==> src/rtl/serial_add_scheduler_if.sv <==
// serial_add_scheduler_if
//   Bundles the requester, response and adder-side signals of the shared
//   serial-adder scheduler.
//   master : the scheduler's view (accepts requests, drives the adder and
//            the response channel).
//   slave  : the surrounding clients, consumer and adder.
//   Signals:
//     req_valid/req_ready/req_a/req_b   requester operand-pair handshake
//     rsp_valid/rsp_ready/rsp_id/...    tagged result towards the consumer
//     add_load/add_a/add_b              towards the serial adder
//     add_done/add_sum/add_carry        back from the serial adder
interface serial_add_scheduler_if #(
  parameter int NUM_REQ = 4,
  parameter int WIDTH   = 8
);
  localparam int IDW = $clog2(NUM_REQ);

  logic [NUM_REQ-1:0]       req_valid;
  logic [NUM_REQ-1:0]       req_ready;
  logic [NUM_REQ*WIDTH-1:0] req_a;
  logic [NUM_REQ*WIDTH-1:0] req_b;

  logic                     rsp_valid;
  logic                     rsp_ready;
  logic [IDW-1:0]           rsp_id;
  logic [WIDTH-1:0]         rsp_sum;
  logic                     rsp_carry;
  logic                     rsp_err;

  logic                     add_load;
  logic [WIDTH-1:0]         add_a;
  logic [WIDTH-1:0]         add_b;
  logic                     add_done;
  logic [WIDTH-1:0]         add_sum;
  logic                     add_carry;

  modport master (
    input  req_valid, req_a, req_b, rsp_ready, add_done, add_sum, add_carry,
    output req_ready, rsp_valid, rsp_id, rsp_sum, rsp_carry, rsp_err,
           add_load, add_a, add_b
  );

  modport slave (
    output req_valid, req_a, req_b, rsp_ready, add_done, add_sum, add_carry,
    input  req_ready, rsp_valid, rsp_id, rsp_sum, rsp_carry, rsp_err,
           add_load, add_a, add_b
  );
endinterface

==> src/rtl/serial_add_scheduler.sv <==
// serial_add_scheduler
//   Shares one serial adder between NUM_REQ requesters. Requests are granted
//   round-robin, the operands are loaded into the adder, its done flag is
//   awaited and the sum/carry is returned tagged with the requester index.
//   Ports:
//     clk      single clock, rising edge
//     reset_n  asynchronous active-low reset (shared with the adder)
//     bus      serial_add_scheduler_if.master (request, response, adder)
//   Build option:
//     SCHED_TIMEOUT_EN  bounds the WAIT state to TIMEOUT_CYCLES cycles and
//                       reports an expired wait through rsp_err. Undefined:
//                       WAIT is unbounded and rsp_err is tied low.
//
//   state | meaning
//   IDLE  | pick next requester round-robin, capture its operands
//   LOAD  | one-cycle add_load pulse into the adder
//   WAIT  | adder busy; wait for add_done (optionally bounded)
//   RESP  | rsp_valid high, hold result until rsp_ready
module serial_add_scheduler #(
  parameter int NUM_REQ        = 4,
  parameter int WIDTH          = 8,
  parameter int TIMEOUT_CYCLES = 16
) (
  input  logic                   clk,
  input  logic                   reset_n,
  serial_add_scheduler_if.master bus
);
  localparam int IDW = $clog2(NUM_REQ);

  typedef enum logic [1:0] {IDLE, LOAD, WAIT, RESP} state_e;

  state_e             state_q, state_d;
  logic [IDW-1:0]     ptr_q, ptr_d;
  logic [IDW-1:0]     id_q, id_d;
  logic [WIDTH-1:0]   a_q, a_d, b_q, b_d;
  logic [WIDTH-1:0]   sum_q, sum_d;
  logic               carry_q, carry_d;
  logic               valid_q, valid_d;

  logic               grant_found;
  logic [IDW-1:0]     grant_idx;
  logic [IDW-1:0]     cand;
  logic [WIDTH-1:0]   sel_a, sel_b;
  logic [NUM_REQ-1:0] req_ready;

`ifdef SCHED_TIMEOUT_EN
  localparam int TW = $clog2(TIMEOUT_CYCLES + 1);
  logic [TW-1:0]      tmo_q, tmo_d;
  logic               err_q, err_d;
`endif

  // First valid requester at or above ptr, wrapping around.
  always_comb begin
    grant_found = 1'b0;
    grant_idx   = '0;
    cand        = '0;
    for (int k = 0; k < NUM_REQ; k++) begin
      cand = IDW'((int'(ptr_q) + k) % NUM_REQ);
      if (!grant_found && bus.req_valid[cand]) begin
        grant_found = 1'b1;
        grant_idx   = cand;
      end
    end
  end

  always_comb begin
    sel_a = '0;
    sel_b = '0;
    for (int i = 0; i < NUM_REQ; i++) begin
      if (grant_idx == IDW'(i)) begin
        sel_a = bus.req_a[i*WIDTH +: WIDTH];
        sel_b = bus.req_b[i*WIDTH +: WIDTH];
      end
    end
  end

  always_comb begin
    state_d   = state_q;
    ptr_d     = ptr_q;
    id_d      = id_q;
    a_d       = a_q;
    b_d       = b_q;
    sum_d     = sum_q;
    carry_d   = carry_q;
    req_ready = '0;
`ifdef SCHED_TIMEOUT_EN
    tmo_d     = tmo_q;
    err_d     = err_q;
`endif
    case (state_q)
      IDLE: begin
        // Gated by reset_n so no acceptance is signalled while held in reset.
        if (grant_found && reset_n) begin
          req_ready[grant_idx] = 1'b1;
          a_d     = sel_a;
          b_d     = sel_b;
          id_d    = grant_idx;
          ptr_d   = IDW'((int'(grant_idx) + 1) % NUM_REQ);
          state_d = LOAD;
        end
      end
      LOAD: begin
`ifdef SCHED_TIMEOUT_EN
        tmo_d   = TW'(TIMEOUT_CYCLES - 1);
`endif
        state_d = WAIT;
      end
      WAIT: begin
        // The stale done from the previous operation was cleared by the
        // load edge, so any done seen here belongs to this operation.
        if (bus.add_done) begin
          sum_d   = bus.add_sum;
          carry_d = bus.add_carry;
`ifdef SCHED_TIMEOUT_EN
          err_d   = 1'b0;
`endif
          state_d = RESP;
        end
`ifdef SCHED_TIMEOUT_EN
        else if (tmo_q == '0) begin
          sum_d   = '0;
          carry_d = 1'b0;
          err_d   = 1'b1;
          state_d = RESP;
        end else begin
          tmo_d   = tmo_q - TW'(1);
        end
`endif
      end
      RESP: begin
        if (bus.rsp_ready) state_d = IDLE;
      end
      default: state_d = IDLE;
    endcase
    valid_d = (state_d == RESP);
  end

  always_ff @(posedge clk or negedge reset_n) begin
    if (!reset_n) begin
      state_q <= IDLE;
      ptr_q   <= '0;
      id_q    <= '0;
      a_q     <= '0;
      b_q     <= '0;
      sum_q   <= '0;
      carry_q <= 1'b0;
      valid_q <= 1'b0;
    end else begin
      state_q <= state_d;
      ptr_q   <= ptr_d;
      id_q    <= id_d;
      a_q     <= a_d;
      b_q     <= b_d;
      sum_q   <= sum_d;
      carry_q <= carry_d;
      valid_q <= valid_d;
    end
  end

`ifdef SCHED_TIMEOUT_EN
  always_ff @(posedge clk or negedge reset_n) begin
    if (!reset_n) begin
      tmo_q <= '0;
      err_q <= 1'b0;
    end else begin
      tmo_q <= tmo_d;
      err_q <= err_d;
    end
  end
  assign bus.rsp_err = err_q;
`else
  assign bus.rsp_err = 1'b0;
`endif

  assign bus.req_ready = req_ready;
  assign bus.add_load  = (state_q == LOAD);
  assign bus.add_a     = a_q;
  assign bus.add_b     = b_q;
  assign bus.rsp_valid = valid_q;
  assign bus.rsp_id    = id_q;
  assign bus.rsp_sum   = sum_q;
  assign bus.rsp_carry = carry_q;
endmodule

==> src/flat_wrapper.sv <==
// flat-port wrapper written by rule: the top's interface ports become plain ports
module serial_add_scheduler_flat 
#(
  parameter int NUM_REQ        = 4,
  parameter int WIDTH          = 8,
  parameter int TIMEOUT_CYCLES = 16
)
  (clk, reset_n, bus_req_valid, bus_req_a, bus_req_b, bus_rsp_ready, bus_add_done, bus_add_sum, bus_add_carry, bus_req_ready, bus_rsp_valid, bus_rsp_id, bus_rsp_sum, bus_rsp_carry, bus_rsp_err, bus_add_load, bus_add_a, bus_add_b);
  serial_add_scheduler_if #(.NUM_REQ(NUM_REQ), .WIDTH(WIDTH)) bus_i ();
  input  logic clk;
  input  logic reset_n;
  input wire logic [$bits(bus_i.req_valid)-1:0] bus_req_valid;
  input wire logic [$bits(bus_i.req_a)-1:0] bus_req_a;
  input wire logic [$bits(bus_i.req_b)-1:0] bus_req_b;
  input wire logic [$bits(bus_i.rsp_ready)-1:0] bus_rsp_ready;
  input wire logic [$bits(bus_i.add_done)-1:0] bus_add_done;
  input wire logic [$bits(bus_i.add_sum)-1:0] bus_add_sum;
  input wire logic [$bits(bus_i.add_carry)-1:0] bus_add_carry;
  output wire logic [$bits(bus_i.req_ready)-1:0] bus_req_ready;
  output wire logic [$bits(bus_i.rsp_valid)-1:0] bus_rsp_valid;
  output wire logic [$bits(bus_i.rsp_id)-1:0] bus_rsp_id;
  output wire logic [$bits(bus_i.rsp_sum)-1:0] bus_rsp_sum;
  output wire logic [$bits(bus_i.rsp_carry)-1:0] bus_rsp_carry;
  output wire logic [$bits(bus_i.rsp_err)-1:0] bus_rsp_err;
  output wire logic [$bits(bus_i.add_load)-1:0] bus_add_load;
  output wire logic [$bits(bus_i.add_a)-1:0] bus_add_a;
  output wire logic [$bits(bus_i.add_b)-1:0] bus_add_b;
  assign bus_i.req_valid = bus_req_valid;
  assign bus_i.req_a = bus_req_a;
  assign bus_i.req_b = bus_req_b;
  assign bus_i.rsp_ready = bus_rsp_ready;
  assign bus_i.add_done = bus_add_done;
  assign bus_i.add_sum = bus_add_sum;
  assign bus_i.add_carry = bus_add_carry;
  assign bus_req_ready = bus_i.req_ready;
  assign bus_rsp_valid = bus_i.rsp_valid;
  assign bus_rsp_id = bus_i.rsp_id;
  assign bus_rsp_sum = bus_i.rsp_sum;
  assign bus_rsp_carry = bus_i.rsp_carry;
  assign bus_rsp_err = bus_i.rsp_err;
  assign bus_add_load = bus_i.add_load;
  assign bus_add_a = bus_i.add_a;
  assign bus_add_b = bus_i.add_b;
  serial_add_scheduler #(.NUM_REQ(NUM_REQ), .WIDTH(WIDTH), .TIMEOUT_CYCLES(TIMEOUT_CYCLES)) u_core (.clk(clk), .reset_n(reset_n), .bus(bus_i));
endmodule
==> config.mk <==
export PLATFORM = sky130hd
export DESIGN_NAME = serial_add_scheduler_flat
export DESIGN_NICKNAME = d
export VERILOG_FILES = /design/src/rtl/serial_add_scheduler_if.sv /design/src/rtl/serial_add_scheduler.sv /design/src/flat_wrapper.sv
export SDC_FILE = /design/constraint.sdc
export NUM_CORES = 1
export LEC_CHECK = 0
export CAP_MARGIN = 20
export CORE_ASPECT_RATIO = 0.5
export CORE_MARGIN = 5
export CORE_UTILIZATION = 40
export CTS_CLUSTER_SIZE = 25
export DETAILED_ROUTE_END_ITERATION = 8
export PLACE_DENSITY_LB_ADDON = 0.25
export SLEW_MARGIN = 5
export SYNTH_ARGS = -nofsm -noshare
export SYNTH_HDL_FRONTEND = slang
export SYNTH_SLANG_ARGS = --single-unit
==> constraint.sdc <==
create_clock -name clk -period 5.05 [get_ports clk]
set_input_delay 0.505 -clock clk [delete_from_list [all_inputs] [get_ports clk]]
set_output_delay 0.505 -clock clk [all_outputs]
set_load 0.03 [all_outputs]
==> summary.md <==
| Metric | Value |
|---|---|
| Fin crit share | `0.732` |
| Worst slack, placed | `1.35 ns` |
| Startpoint types | `input pin` |
| Post-synthesis adder-cell area fraction | `0.0262` |
| Clock share of power | `0.141` |
| Number of global-route vias before repair | `1913` |
| First-pass GRT wire length | `8890 um` |
| Post-CTS setup buffers | `0` |
| Antenna violations before repair | `0` |
| CTS Buf Count | `5` |
| Sw power | `~740 uW` |
| Dpl hpwl | `between 4000 and 5000 um` |
| Die H | `58.8 um` |
| Commonest cells after routing, fill and taps aside | `112 x clkdlybuf4s50_1, 34 x a21oi_1, 32 x dfrtp_1` |
| Final Hold Viols | `0` |
| Placed inst area | `3000 um2` |
| Post-synth EDFFs | `0` |
| Clock Sinks | `32` |
| Compound-Gate Fraction of Synth Area | `0.275` |
| Logic pwr share | `0.596` |
| Largest net degree at the start of global routing | `36` |
| Clock buffer depth | `2` |
| Mapped Avg Cell Area | `9.54 um2` |
| FFs w/ async S/R, synth | `1.00` |
| Endpoint class of the critical path | `output port` |
| Clock Pin Slew Worst Setup and Hold Paths | `0.07 ns` |
| Syn. warnings | `0` |
| Yosys reg bits | `32` |
| Design area | `3120 um2` |
| Hold WC Path Type | `input pin to async pin` |
| Via Count | `between 1500 and 2000` |
| DP Cell Count | `365` |
| P_leak | `0.00135 uW` |
| CTS root buffer | `clkbuf_8` |
| Final core occ | `0.693` |
| Fin cells | `374` |
| Die area | `~6300 um2` |
| Status | `completed` |
| Core ar. | `4510 um2` |
| Synth Instances | `200` |
| CTS resizes | `0` |
| Drt first pass iters | `8` |
| Synth Area in Simple Gates | `0.113` |
| Max_cap viols | `0` |
| Setup WS post-layout | `1.36 ns` |
| Fin nets | `between 300 and 400` |
| Share of layout cells above drive strength 1 | `0.104` |
| Max-slew headroom | `0.481` |
| Largest family of logic cells by synthesized area | `compound AO/OA/AOI/OAI gates` |
| Die Wd | `108 um` |
| Commonest non-fill, non-tap cell in the layout | `clkdlybuf4s50_1` |
| Initial core utilization | `0.423` |
| CTS hold repair buffers | `0` |
| Max Clock Freq | `271 MHz` |
| Critical path type | `input pin to output port` |
| H-tree depth | `2` |
| Mux cell area share after synthesis | `0.0531` |
| Net Sw Frac | `0.422` |
| Min Tclk post-route | `between 3 and 4 ns` |
| Synth unique cells | `35` |
| Wire per inst | `15.1 um` |
| Most used DFF post-synth | `dfrtp_1` |
| Seq pwr share | `0.263` |
| Worst Max-Slew Pin Slew | `0.778 ns` |
| 1st-iter DRT viols | `79` |
| I/O pins | `115` |
| Slew Limit Fails | `0` |
| Final wirelength | `5640 um` |
| DRT antenna net count | `0` |
| TritonCTS clock tree | `done` |
| VDD IR max | `0.000279 V` |
| Net count after synthesis | `285` |
| Area delta synth->final | `63.7%` |
| CP Max Fanout | `33` |
| # port buffers | `around 110` |
| DRC Markers | `0` |
| XOR/XNOR share of the synthesized area | `0` |
| Rows | `17` |
| Total gr overflow | `0` |
| Post-Syn Area | `1910 um2` |
| Worst skew pair latency | `0.28 ns` |
| CP required | `around 4.6 ns` |
| N_diodes | `0` |
| GPL Wtd Cong | `between 0.8 and 0.9` |
| Setup Skew | `around 0.0065 ns` |
| Cell Int Power | `1010 uW` |
| Via/cell ratio | `just over 5` |
| CP arrival | `3.19 ns` |
| Setup Viol. Count Final | `0` |
| RSZ-0062 raised after global routing | `false` |
| Setup_tns | `0 ns` |
| PD cells | `560 nW/um2` |
| Seq/Total Area, Yosys | `0.420` |
| GRT Util Overall | `0.174` |
[power groups by stage]
stage	Sequential [uW]	Combinational, uW	Clock [uW]
2_1_floorplan	684	453	0
3_3_place_gp	458	1020	0
3_5_place_dp	464	1040	0
4_1_cts	459	1040	254
5_1_grt	477	1120	267
6_report	460	1040	246
[area by class of cell]
type	instances	area [um2]
Tap cell	66	82.6
Sequential cell	32	801
Clock inverter	3	42.5
Fill cell	356	1390
Inverter	19	71.3
Timing Repair Buffer	117	1160
Clock buffer	5	68.8
Multi-Input combinational cell	132	897
[Yosys cell counts, types with 2 or more instances]
library cell   n  area share
and2_4         3       0.014
a21oi_1       34       0.089
nand2_1        6       0.012
buf_2          3      0.0079
nor2_1        19       0.037
a221oi_1      16       0.073
nor2b_1        5       0.016
nor2_2         2      0.0066
buf_6          5       0.030
a211o_1       16       0.073
inv_1         19       0.037
o21ai_0        4       0.010
clkbuf_1       2      0.0039
ha_1           4       0.026
o21a_1         2      0.0079
mux2_2         9       0.053
dfrtp_1       32        0.42
buf_4          2      0.0079
[worst paths after layout]
kind	depth (start not counted)	start	to	slack [ns]
max	8	bus_req_valid[1]	bus_req_ready[3]	1.36
min	1	reset_n	u_core.bus.rsp_sum[7]	0.30
max reg2reg	10	u_core.ptr_q[1]	u_core.bus.add_a[6]	2.35
min reg2reg	2	u_core.bus.rsp_id[1]	u_core.bus.rsp_id[1]	0.49
max in group asynchronous	1	reset_n	u_core.bus.add_a[3]	4.25
min in group clk	2	u_core.bus.rsp_id[1]	u_core.bus.rsp_id[1]	0.49
[critical path: stages]
cell and delay [ns]:
clkdlybuf4s50_1 0.60, nor2_1 0.08, o31ai_1 0.43, o21a_1 0.22, ha_1 0.15, buf_4 0.31, and2_2 0.21, clkdlybuf4s50_1 0.66
[per-stage QoR]
step / power, uW / hold WS (ns)
finish: 1750 / 0.298
global route: 1860 / 0.367
CTS: 1760 / 0.335
detailed placement: 1510 / 0.477
global placement: 1480 / 0.472
floorplan: 1140 / 0.209
[metal layers]
| metal | part of all wire | track usage | vias up |
|---|---|---|---|
| met5 | 0 | 0 | - |
| met4 | 0.018 | 0.0576 | 0 |
| met3 | 0.099 | 0.0701 | 8 |
| met2 | 0.48 | 0.305 | 71 |
| met1 | 0.40 | 0.197 | 898 |
| li1 | - | - | 926 |
[state kept, by name, summed over array words and instances (netlist names)]
| register | cells |
|---|---|
| u_core.bus.rsp_carry | 1 |
| u_core.bus.rsp_sum | 8 |
| u_core.bus.rsp_valid | 1 |
| u_core.ptr_q | 2 |
| u_core.bus.add_b | 8 |
| u_core.bus.add_a | 8 |
| u_core.state_q | 2 |
| u_core.bus.rsp_id | 2 |
[cell families (layout without fill, tap and decap cells)]
logic type | Yosys count | count (layout)
other | 1 | 1
adders and majority gates | 4 | 4
buffers and inverters | 36 | 144
muxes | 9 | 9
and+or+nand+nor | 41 | 41
DFF | 32 | 32
AOI/OAI and AO/OA | 77 | 77
(Power assumes the default switching activity.)
